==> src/rtl/seq_chunk_adder.sv <==
// -----------------------------------------------------------------------------
// seq_chunk_adder
//   Multi-cycle adder for the multi-cycle ALU. Adds two WIDTH-bit operands
//   CHUNK bits per clock, least-significant slice first, carrying between
//   slices in a register. The combinational carry chain is therefore CHUNK
//   bits long instead of WIDTH.
//
//   Optional feature macro: SEQ_ADDER_SUB_EN
//     defined   : adds the 'sub' port; sub=1 computes in1 + ~in2 + 1
//                 (c_in ignored, c_out=1 means no borrow).
//     undefined : addition only, no 'sub' port.
//
// Ports
//   clk    in   rising-edge clock
//   rst    in   asynchronous active-high reset
//   start  in   operation request, sampled only in IDLE
//   in1    in   operand A, captured when start is accepted
//   in2    in   operand B, captured when start is accepted
//   c_in   in   carry into bit 0, captured when start is accepted
//   sub    in   subtract select (only with SEQ_ADDER_SUB_EN)
//   busy   out  high while in RUN or DONE
//   done   out  one-cycle pulse, result valid
//   sum    out  result, held until the next operation completes
//   c_out  out  carry out of bit WIDTH-1
//   ovf    out  two's-complement signed overflow
// -----------------------------------------------------------------------------
module seq_chunk_adder #(
   parameter int WIDTH = 32,
   parameter int CHUNK = 8
) (
   input  logic             clk,
   input  logic             rst,
   input  logic             start,
   input  logic [WIDTH-1:0] in1,
   input  logic [WIDTH-1:0] in2,
   input  logic             c_in,
`ifdef SEQ_ADDER_SUB_EN
   input  logic             sub,
`endif
   output logic             busy,
   output logic             done,
   output logic [WIDTH-1:0] sum,
   output logic             c_out,
   output logic             ovf
);

   localparam int NCHUNK = WIDTH / CHUNK;
   // Slice index needs at least one bit even when NCHUNK == 1.
   localparam int KW = (NCHUNK > 1) ? $clog2(NCHUNK) : 1;
   localparam logic [KW-1:0] K_LAST = KW'(NCHUNK - 1);

   if ((WIDTH % CHUNK) != 0 || CHUNK <= 0) begin : g_bad_chunk
      $error("seq_chunk_adder: WIDTH must be an integer multiple of CHUNK");
   end

   typedef enum logic [1:0] {
      S_IDLE,
      S_RUN,
      S_DONE
   } state_t;

   state_t           state_q;
   logic [WIDTH-1:0] a_q;
   logic [WIDTH-1:0] b_q;      // effective B operand (inverted for subtract)
   logic [WIDTH-1:0] acc_q;
   logic             carry_q;
   logic [KW-1:0]    k_q;
   logic             busy_q;
   logic             done_q;
   logic [WIDTH-1:0] sum_q;
   logic             c_out_q;
   logic             ovf_q;

   logic [CHUNK-1:0] a_slice;
   logic [CHUNK-1:0] b_slice;
   logic [CHUNK:0]   slice_sum;
   logic [WIDTH-1:0] acc_d;
   logic [WIDTH-1:0] b_cap;
   logic             carry_cap;

   // Operand conditioning at capture time.
`ifdef SEQ_ADDER_SUB_EN
   assign b_cap     = sub ? ~in2 : in2;
   assign carry_cap = sub ? 1'b1 : c_in;
`else
   assign b_cap     = in2;
   assign carry_cap = c_in;
`endif

   // Slice select and one CHUNK-wide add; the loop is a mux on k_q.
   always_comb begin
      // NOTE: every always_comb output gets a default first so no path can
      // leave it unassigned and infer a latch.
      a_slice = '0;
      b_slice = '0;
      acc_d   = acc_q;
      for (int i = 0; i < NCHUNK; i++) begin
         if (k_q == KW'(i)) begin
            a_slice = a_q[i*CHUNK +: CHUNK];
            b_slice = b_q[i*CHUNK +: CHUNK];
         end
      end
      slice_sum = {1'b0, a_slice} + {1'b0, b_slice} + {{CHUNK{1'b0}}, carry_q};
      for (int i = 0; i < NCHUNK; i++) begin
         if (k_q == KW'(i)) begin
            acc_d[i*CHUNK +: CHUNK] = slice_sum[CHUNK-1:0];
         end
      end
   end

   // NOTE: the operand and accumulator registers are plain flops, not a memory,
   // so they are cleared on reset along with the control state.
   always_ff @(posedge clk or posedge rst) begin
      if (rst) begin
         state_q <= S_IDLE;
         a_q     <= '0;
         b_q     <= '0;
         acc_q   <= '0;
         carry_q <= 1'b0;
         k_q     <= '0;
         busy_q  <= 1'b0;
         done_q  <= 1'b0;
         sum_q   <= '0;
         c_out_q <= 1'b0;
         ovf_q   <= 1'b0;
      end else begin
         // NOTE: non-blocking assignments so every register samples the values
         // from before this edge, independent of statement order.
         done_q <= 1'b0;
         case (state_q)
            S_IDLE: begin
               if (start) begin
                  a_q     <= in1;
                  b_q     <= b_cap;
                  carry_q <= carry_cap;
                  acc_q   <= '0;
                  k_q     <= '0;
                  busy_q  <= 1'b1;
                  state_q <= S_RUN;
               end
            end
            S_RUN: begin
               acc_q   <= acc_d;
               carry_q <= slice_sum[CHUNK];
               if (k_q == K_LAST) begin
                  // Outputs change only here, so they never show partial sums.
                  sum_q   <= acc_d;
                  c_out_q <= slice_sum[CHUNK];
                  ovf_q   <= (a_q[WIDTH-1] == b_q[WIDTH-1]) &&
                             (acc_d[WIDTH-1] != a_q[WIDTH-1]);
                  done_q  <= 1'b1;
                  state_q <= S_DONE;
               end else begin
                  k_q <= k_q + KW'(1);
               end
            end
            S_DONE: begin
               busy_q  <= 1'b0;
               state_q <= S_IDLE;
            end
            default: begin
               busy_q  <= 1'b0;
               state_q <= S_IDLE;
            end
         endcase
      end
   end

   assign busy  = busy_q;
   assign done  = done_q;
   assign sum   = sum_q;
   assign c_out = c_out_q;
   assign ovf   = ovf_q;

endmodule

==> config.mk <==
export PLATFORM = sky130hd
export DESIGN_NAME = seq_chunk_adder
export DESIGN_NICKNAME = d
export VERILOG_FILES = /design/src/rtl/seq_chunk_adder.sv
export SDC_FILE = /design/constraint.sdc
export NUM_CORES = 1
export LEC_CHECK = 0
export BUFFER_PORTS_ARGS = -buffer_cell sky130_fd_sc_hd__buf_2
export CORE_MARGIN = 3
export CORE_UTILIZATION = 60
export DETAILED_ROUTE_END_ITERATION = 10
export PLACE_DENSITY = 0.9
export SLEW_MARGIN = 40
export SYNTH_ARGS = -nofsm -noshare
export SYNTH_HDL_FRONTEND = slang
export SYNTH_SLANG_ARGS = --single-unit
==> constraint.sdc <==
create_clock -name clk -period 5.95 [get_ports clk]
set_input_delay 0 -clock clk [delete_from_list [all_inputs] [get_ports clk]]
set_output_delay 0 -clock clk [all_outputs]
set_load 0.02 [all_outputs]
Yosys cells after proc, flatten, opt, wreduce, memory -nomap -nowiden
Cells that the tools add are included.
- add/subtract/negate cells: 3
- equal/unequal tests: 9
- multiplexer cells: 26
- bitwise operators: 1
- reductions and logical operators: 10
- operators by type and width (cell ; count):
    2-to-1 mux 8 bit ; 12
    case mux 32 bit (2 select lines) ; 1
    2-to-1 mux 32 bit ; 1
    AND reduction 2 bit ; 5
    adder 8 x 8 -> 9 bit ; 1
    adder 9 x 1 -> 9 bit ; 1
    2-to-1 mux 2 bit ; 4
    case mux 2 bit (2 select lines) ; 2
    inequality test 2 bit, second input constant ; 3
    == test 2 x 1 -> 1 bit, second input constant ; 2
    == test 2 bit, second input constant ; 2
    logical NOT 2 bit ; 2
    2-to-1 mux 1 bit ; 4
    case mux 1 bit (2 select lines) ; 2
    AND reduction 3 bit ; 1
    adder 2 x 1 -> 2 bit, second input constant ; 1
    nonzero test 2 bit ; 1
    == test 1 bit ; 1
    logical AND 1 bit ; 1
    inequality test 1 bit ; 1
    NOT 1 bit ; 1
- register bits: 137
- input port bits: 68
- output and inout port bits: 36
- word-level logic and storage cells: 60

Depth between registers and ports, before layout
Gate-level depths: netlist of run 1.
- depth in word-level cells: 10
- depth in mapped cells: 16
- gate-level depth less buffers: 14

Worst setup path before layout of run 1
OpenSTA, ideal clock, no wires.
- path type: flip-flop to flip-flop
- from: register k_q[0]
- to: register sum_q[14] (netlist: sum[14])
- library setup time: 0.126 ns
- arrival: 3.376 ns
- data required time: 5.824 ns
- path slack: 2.448 ns
- stages on the path, launching flop included: 16
- path buffers: 3
- cells stage by stage: dfrtp_1 inv_1 ha_1 clkbuf_1 clkbuf_1 buf_1 nand2_1 o21ai_0 mux2i_1 fa_1 fa_1 nor2b_1 o31a_1 or4_1 nand3_2 a221o_1
- cells in the longest elaborated chain, start to end: 8
- elaborated cells on any way between the ends: 16
- classes of those cells: add/sub (2); eq/ne (3); mux (9); reduce/logical (2)
- ends and longest elaborated chain (element ; line ; RTL):
    start, declared ; 67 ; logic [KW-1:0] k_q;
    start signal, assigned ; 154 ; k_q <= k_q + KW'(1);
    logical NOT 2 bit ; 98 ; if (k_q == KW'(i)) begin
    2-to-1 mux 8 bit (4 in series) ; 98 ;
    adder 8 x 8 -> 9 bit ; 103 ; slice_sum = {1'b0, a_slice} + {1'b0, b_slice} + {{CHUNK{1'b0}}, carry_q};
    adder 9 x 1 -> 9 bit ; 103 ;
    2-to-1 mux 8 bit ; 105 ; if (k_q == KW'(i)) begin
    end signal, assigned ; 123 ; sum_q <= '0;
    end signal, assigned ; 147 ; sum_q <= acc_d;
    end, declared ; 70 ; logic [WIDTH-1:0] sum_q;
Several ways; a longest one is shown, not always the timed one.
A chain may end at the register's enable or synchronous reset.

Worst setup path after layout of run 1
- from: register k_q[1]
- to: register sum_q[20] (netlist: sum[20])
The elaborated chain is that of the path after synthesis.

==> results_dict.tcl, run 1 <==
set metrics [dict create \
    regArea_um2 3230 \
    r2r_slack_ns 2.06 \
    grt_pass1_wl_mm 30.0 \
    crit_path_cell_trace "inv_1 -> ha_1 -> inv_1 -> and3_1 -> a21oi_1 -> o21ai_0 -> mux2i_1 -> fa_1 -> fa_1 -> nor2b_1 -> o21ai_0 -> a21oi_1 -> a21oi_1 -> o21ai_0" \
    io-pin-count 104 \
    cp-start-kind "flip-flop" \
    ys_warn_count 0 \
    synth_cells 602 \
    clk_latency_ns 0.54 \
    synthDistinctLibCells 48 \
    critPathTopFamily "compound AO/OA/AOI/OAI gates" \
    multi_input_area_um2 2830 \
    die_w_um 108 \
    end_kind "flip-flop" \
    wl_mm 18.4 \
    status "completed" \
    synth_ff_type "dfrtp_1" \
    ctsRootBufferMaster "clkbuf_8" \
    worstPathRequired_ns 6.40 \
    holdWs_ns 0.0891 \
    antenna_cells 0 \
    ant_nets 0 \
    layout.nets 833 \
    crit_start "k_q[1]" \
    p_leak_nw 3.84 \
    slew_headroom_pct 51.7 \
    postPlaceCellArea_um2 6860 \
    drv_slew 0 \
    final_common_cell "dfrtp_1" \
    yosys.area.top_type "dfrtp_1" \
    most-common-layout-cells "dfrtp_1 (129), buf_2 (103), nand2_1 (77), mux2_2 (72), dlygate4sd3_1 (66)" \
    power.total_mw 5.68 \
    tightest_slew_ns 0.724 \
    timing.rr.start "k_q[1]" \
    grt_pass1_vias 5759 \
    area_growth_pct 30.2 \
    clock_sinks 129 \
    syn_avg_cell_area_um2 10.5 \
    synth_fp_nets 683 \
    numCtsBuffers 17 \
    hold_path.class "in -> reg" \
    path_clk_slew_ns 0.06 \
    ys_seq_area_share_pct 51.3 \
    cts_resized 0 \
    initial_utilization_pct 62.9 \
    max_clock_freq_mhz 257 \
    die_height_um 108 \
    die_area_um2 11800 \
    core-area_um2 10000 \
    critical_path_class "reg -> reg" \
    hold_viol 0 \
    clock_path_buffers 2 \
    synthTopCellsByArea "dfrtp_1 (51%), mux2_2 (13%), nand2_1 (4.6%)" \
    min_period_ns 3.89 \
    critPathMaxFanout 17 \
    grt_usage_pct 33.5 \
    cts_max_level 4 \
    grt_max_degree 71 \
    ir_drop_uv 352 \
    synthesis.area_um2 6290 \
    antenna_found_initial 0 \
    post-route-cell-area_um2 8200 \
    drc 0 \
    nFillCells 550 \
    drtPass1Iterations 5 \
    max_cap_violations 0 \
    place_congestion 0.854 \
    period_share_pct 65.4 \
    port_buffers 103 \
    vias 5523 \
    ys_ff_latch 129 \
    avgViaCountPerCell 6.16 \
    path_buf_inv 2 \
    place_hpwl_mm 10.5 \
    synth_edf_count 0 \
    clock_skew_ns 0.0115 \
    power.density_nw_per_um2 692 \
    synth_top_area_share_pct 51.3 \
    fp-row-count 36 \
    worstPathArrival_ns 4.34 \
    wl_per_cell_um 20.5 \
    first_iter_violations 481 \
    drive_above_1_share_pct 29.2 \
    worstHoldStart "c_in" \
    rsz0062_at_grt "no" \
    cts_tree "built" \
    grt-ovfl-total 0 \
    report.final.setup_viol 0 \
    cp_slowest_stage_delay_ns 0.51 \
    async_reset_ff_share_pct 100 \
    cp_slowest_cell "a21oi_1" \
    tns_ns 0 \
]
tightest hold or removal path: stages:
cell and delay (ns):
buf_2 0.10, nand2_1 0.06, o22a_1 0.12, o21ai_0 0.12, a21oi_1 0.14, a21oi_1 0.05
flip-flops by register name (all words and copies together) (netlist names):
| signal | flops |
|---|---|
| a_q | 32 |
| b_q | 32 |
| sum | 32 |
| acc_q | 24 |
| k_q | 2 |
| state_q | 2 |
| busy | 1 |
| c_out | 1 |
| carry_q | 1 |
| done | 1 |
| ovf | 1 |
Yosys cell counts, types with 3 or more instances:
master / number
a22o_1: 14
a31oi_1: 9
nor2b_1: 18
nor3_1: 8
inv_1: 14
o21a_1: 3
buf_2: 10
nor2_1: 11
nand3_1: 15
o21ai_0: 50
buf_1: 7
mux2_2: 72
dfrtp_1: 129
a221o_1: 3
mux2i_1: 3
ha_1: 11
clkbuf_1: 28
o31a_1: 3
a21o_1: 13
a22oi_1: 10
nand4_1: 9
nand2b_1: 4
nand3b_1: 3
o22ai_1: 3
nand2_1: 77
a21oi_1: 47
final timing paths:
kind / to / cells after the start
min reg2reg: sum[17] / 2
min in group asynchronous: a_q[23] / 3
max: sum[20] / 14
max reg2reg: sum[20] / 14
min: carry_q / 6
max in group asynchronous: ovf / 4
where the power goes:
group / internal, mW / switching, mW
Sequential: 1.28 / 0.272
Clock: 0.808 / 0.381
Combinational: 1.17 / 1.77
Total: 3.26 / 2.42
routing by layer:
metal	vias to the layer above	track usage (%)	wire, um
met5	-	0	0
met4	0	14.0	703
met3	74	6.75	1490
met2	344	58.2	9360
met1	2668	40.5	6880
li1	2437	-	-
cell type report:
cell class                      count  area share, %
Clock buffer                       22           5.77
Clock inverter                      9           2.46
Inverter                           14          0.672
Multi-Input combinational cell    413           34.6
Sequential cell                   129           39.4
Tap cell                          133           2.03
Timing Repair Buffer              177           15.1
metrics by stage:
| stage | cells | setup WS, ns | util [%] |
|---|---|---|---|
| finish | 897 | 2.06 | 82.0 |
| global route | 897 | 1.71 | 82.0 |
| CTS | 897 | 2.10 | 81.9 |
| detailed placement | 800 | 2.17 | 68.6 |
| global placement | 800 | 2.31 | 68.5 |
| floorplan | 602 | 2.45 | - |
cell families (layout without fill, tap and decap cells):
| group | after synthesis | after routing | share of synthesized area (%) |
|---|---|---|---|
| fa+ha+maj | 13 | 13 | 2.82 |
| mux | 76 | 76 | 13.6 |
| compound gates | 164 | 164 | 16.1 |
| flops | 129 | 129 | 51.3 |
| simple gates | 158 | 158 | 12.0 |
| buf+inv | 60 | 222 | 3.90 |
| xor+xnor | 2 | 2 | 0.278 |
timing repair:
action,4_1_cts,5_1_grt
hold buffers,66,0
buffers inserted,0,0
endpoints found under the hold margin,125,0
(Power assumes the default switching activity.)
==> inputs of run 2 (changes only) <==
Settings changed: CORE_UTILIZATION 60 to 51, PLACE_DENSITY 0.9 to 0.82.
Clock period 5.95 ns to 3.3 ns, I/O delays scaled along.
==> results_dict.tcl, run 2 (synthesized netlist as in run 1, its figures left out) <==
set metrics [dict create \
    clock_sinks 129 \
    layout.nets 857 \
    fin_ws_ns 0.171 \
    fp-row-count 39 \
    report.final.setup_viol 0 \
    grt_usage_pct 27.4 \
    io-pin-count 104 \
    power.total_mw 10.7 \
    first_iter_violations 297 \
    period_share_pct 94.8 \
    avgViaCountPerCell 5.58 \
    clk_latency_ns 0.43 \
    max_cap_violations 0 \
    hold_path.class "in -> reg" \
    initial_utilization_pct 53.5 \
    area_growth_pct 35.5 \
    end_kind "flip-flop" \
    cts_tree "built" \
    ctsRootBufferMaster "clkbuf_16" \
    final_common_cell "dfrtp_1" \
    antenna_found_initial 1 \
    cp_slowest_cell "dfrtp_2" \
    drive_above_1_share_pct 32.8 \
    wl_mm 17.5 \
    wl_per_cell_um 18.4 \
    postPlaceCellArea_um2 7060 \
    place_congestion 0.947 \
    grt-ovfl-total 0 \
    drv_slew 0 \
    worstPathRequired_ns 3.61 \
    die_w_um 117 \
    holdWs_ns 0.177 \
    critical_path_class "reg -> reg" \
    vias 5319 \
    tightest_slew_ns 0.665 \
    clock_skew_ns 0.00759 \
    clock_path_buffers 2 \
    min_period_ns 3.13 \
    slew_headroom_pct 55.6 \
    post-route-cell-area_um2 8530 \
    place_ws_ns -0.0345 \
    cts_max_level 4 \
    crit_path_cell_trace "inv_4 -> ha_4 -> and3_1 -> a21oi_1 -> o21ai_1 -> mux2i_1 -> fa_2 -> fa_1 -> nor2b_1 -> o31a_1 -> or4_1 -> nand3_2 -> a221o_1" \
    power.density_nw_per_um2 1250 \
    worstPathArrival_ns 3.44 \
    utilization_pct 72.5 \
    core-area_um2 11800 \
    drtPass1Iterations 5 \
    grt_pass1_vias 5525 \
    place_hpwl_mm 10.7 \
    numCtsBuffers 17 \
    die_area_um2 13700 \
    port_buffers 103 \
    max_clock_freq_mhz 320 \
    p_leak_nw 3.97 \
    cp-start-kind "flip-flop" \
    critPathTopFamily "adder cells" \
    cp_slowest_stage_delay_ns 0.47 \
    ant_nets 0 \
    most-common-layout-cells "dfrtp_1 (128), buf_2 (103), nand2_1 (77), mux2_2 (72), dlygate4sd3_1 (66)" \
    hold_viol 0 \
    ir_drop_uv 619 \
    die_height_um 117 \
    path_clk_slew_ns 0.06 \
    drc 0 \
    grt_pass1_wl_mm 28.1 \
    critPathMaxFanout 6 \
    path_buf_inv 1 \
    grt_max_degree 100 \
    status "completed" \
]
run 2: per-layer routing:
layer | vias up | share of wire (%) | global-route usage, %
met4 | 0 | 3.5 | 11.4
met3 | 50 | 6.0 | 8.28
met2 | 195 | 50 | 45.6
met1 | 2581 | 41 | 33.1
met5 | - | 0 | 0
li1 | 2493 | - | -
run 2: power breakdown:
group	internal, mW	total, mW	switching (mW)	leakage (nW)
clock	1.39	2.06	0.670	0.323
combinational	2.59	5.84	3.24	2.06
sequential	2.31	2.77	0.455	1.59
run 2: timing repair:
item | in CTS | in global routing
cloned | 0 | 1
hold buffers | 66 | 0
resized for setup | 3 | 19
pin swaps | 0 | 4
endpoints found under the hold margin | 95 | 0
endpoints found under the setup margin | 9 | 34
setup buffers | 0 | 5
run 2: through the flow:
step,cells,setup TNS (ns)
after floorplan,602,0
after global placement,849,0
after detailed placement,849,-0.0456
after CTS,947,0
after global routing,954,-0.000251
final,954,0
run 2: final timing paths:
check	from	to	slack, ns	cells after the start
max	k_q[0]	sum[6]	0.17	13
min reg2reg	sum[11]	sum[11]	0.47	2
min	c_in	carry_q	0.18	6
max in group asynchronous	rst	b_q[2]	2.11	4
max reg2reg	k_q[0]	sum[6]	0.17	13
min in group asynchronous	rst	a_q[8]	0.22	3
run 2: worst reg2reg max path: stages (launching register included):
cell and delay, ns:
dfrtp_2 0.47, inv_4 0.11, ha_4 0.17, and3_1 0.16, a21oi_1 0.04, o21ai_1 0.12, mux2i_1 0.11, fa_2 0.39
fa_1 0.39, nor2b_1 0.16, o31a_1 0.28, or4_1 0.16, nand3_2 0.13, a221o_1 0.32
run 2: cell type report:
cell class / instances / area [um^2]
Antenna cell: 1 / 2.50
Clock buffer: 21 / 470
Clock inverter: 11 / 183
Fill cell: 784 / 3230
Inverter: 14 / 58.8
Multi-Input combinational cell: 413 / 2920
Sequential cell: 129 / 3230
Tap cell: 164 / 205
Timing Repair Buffer: 201 / 1460
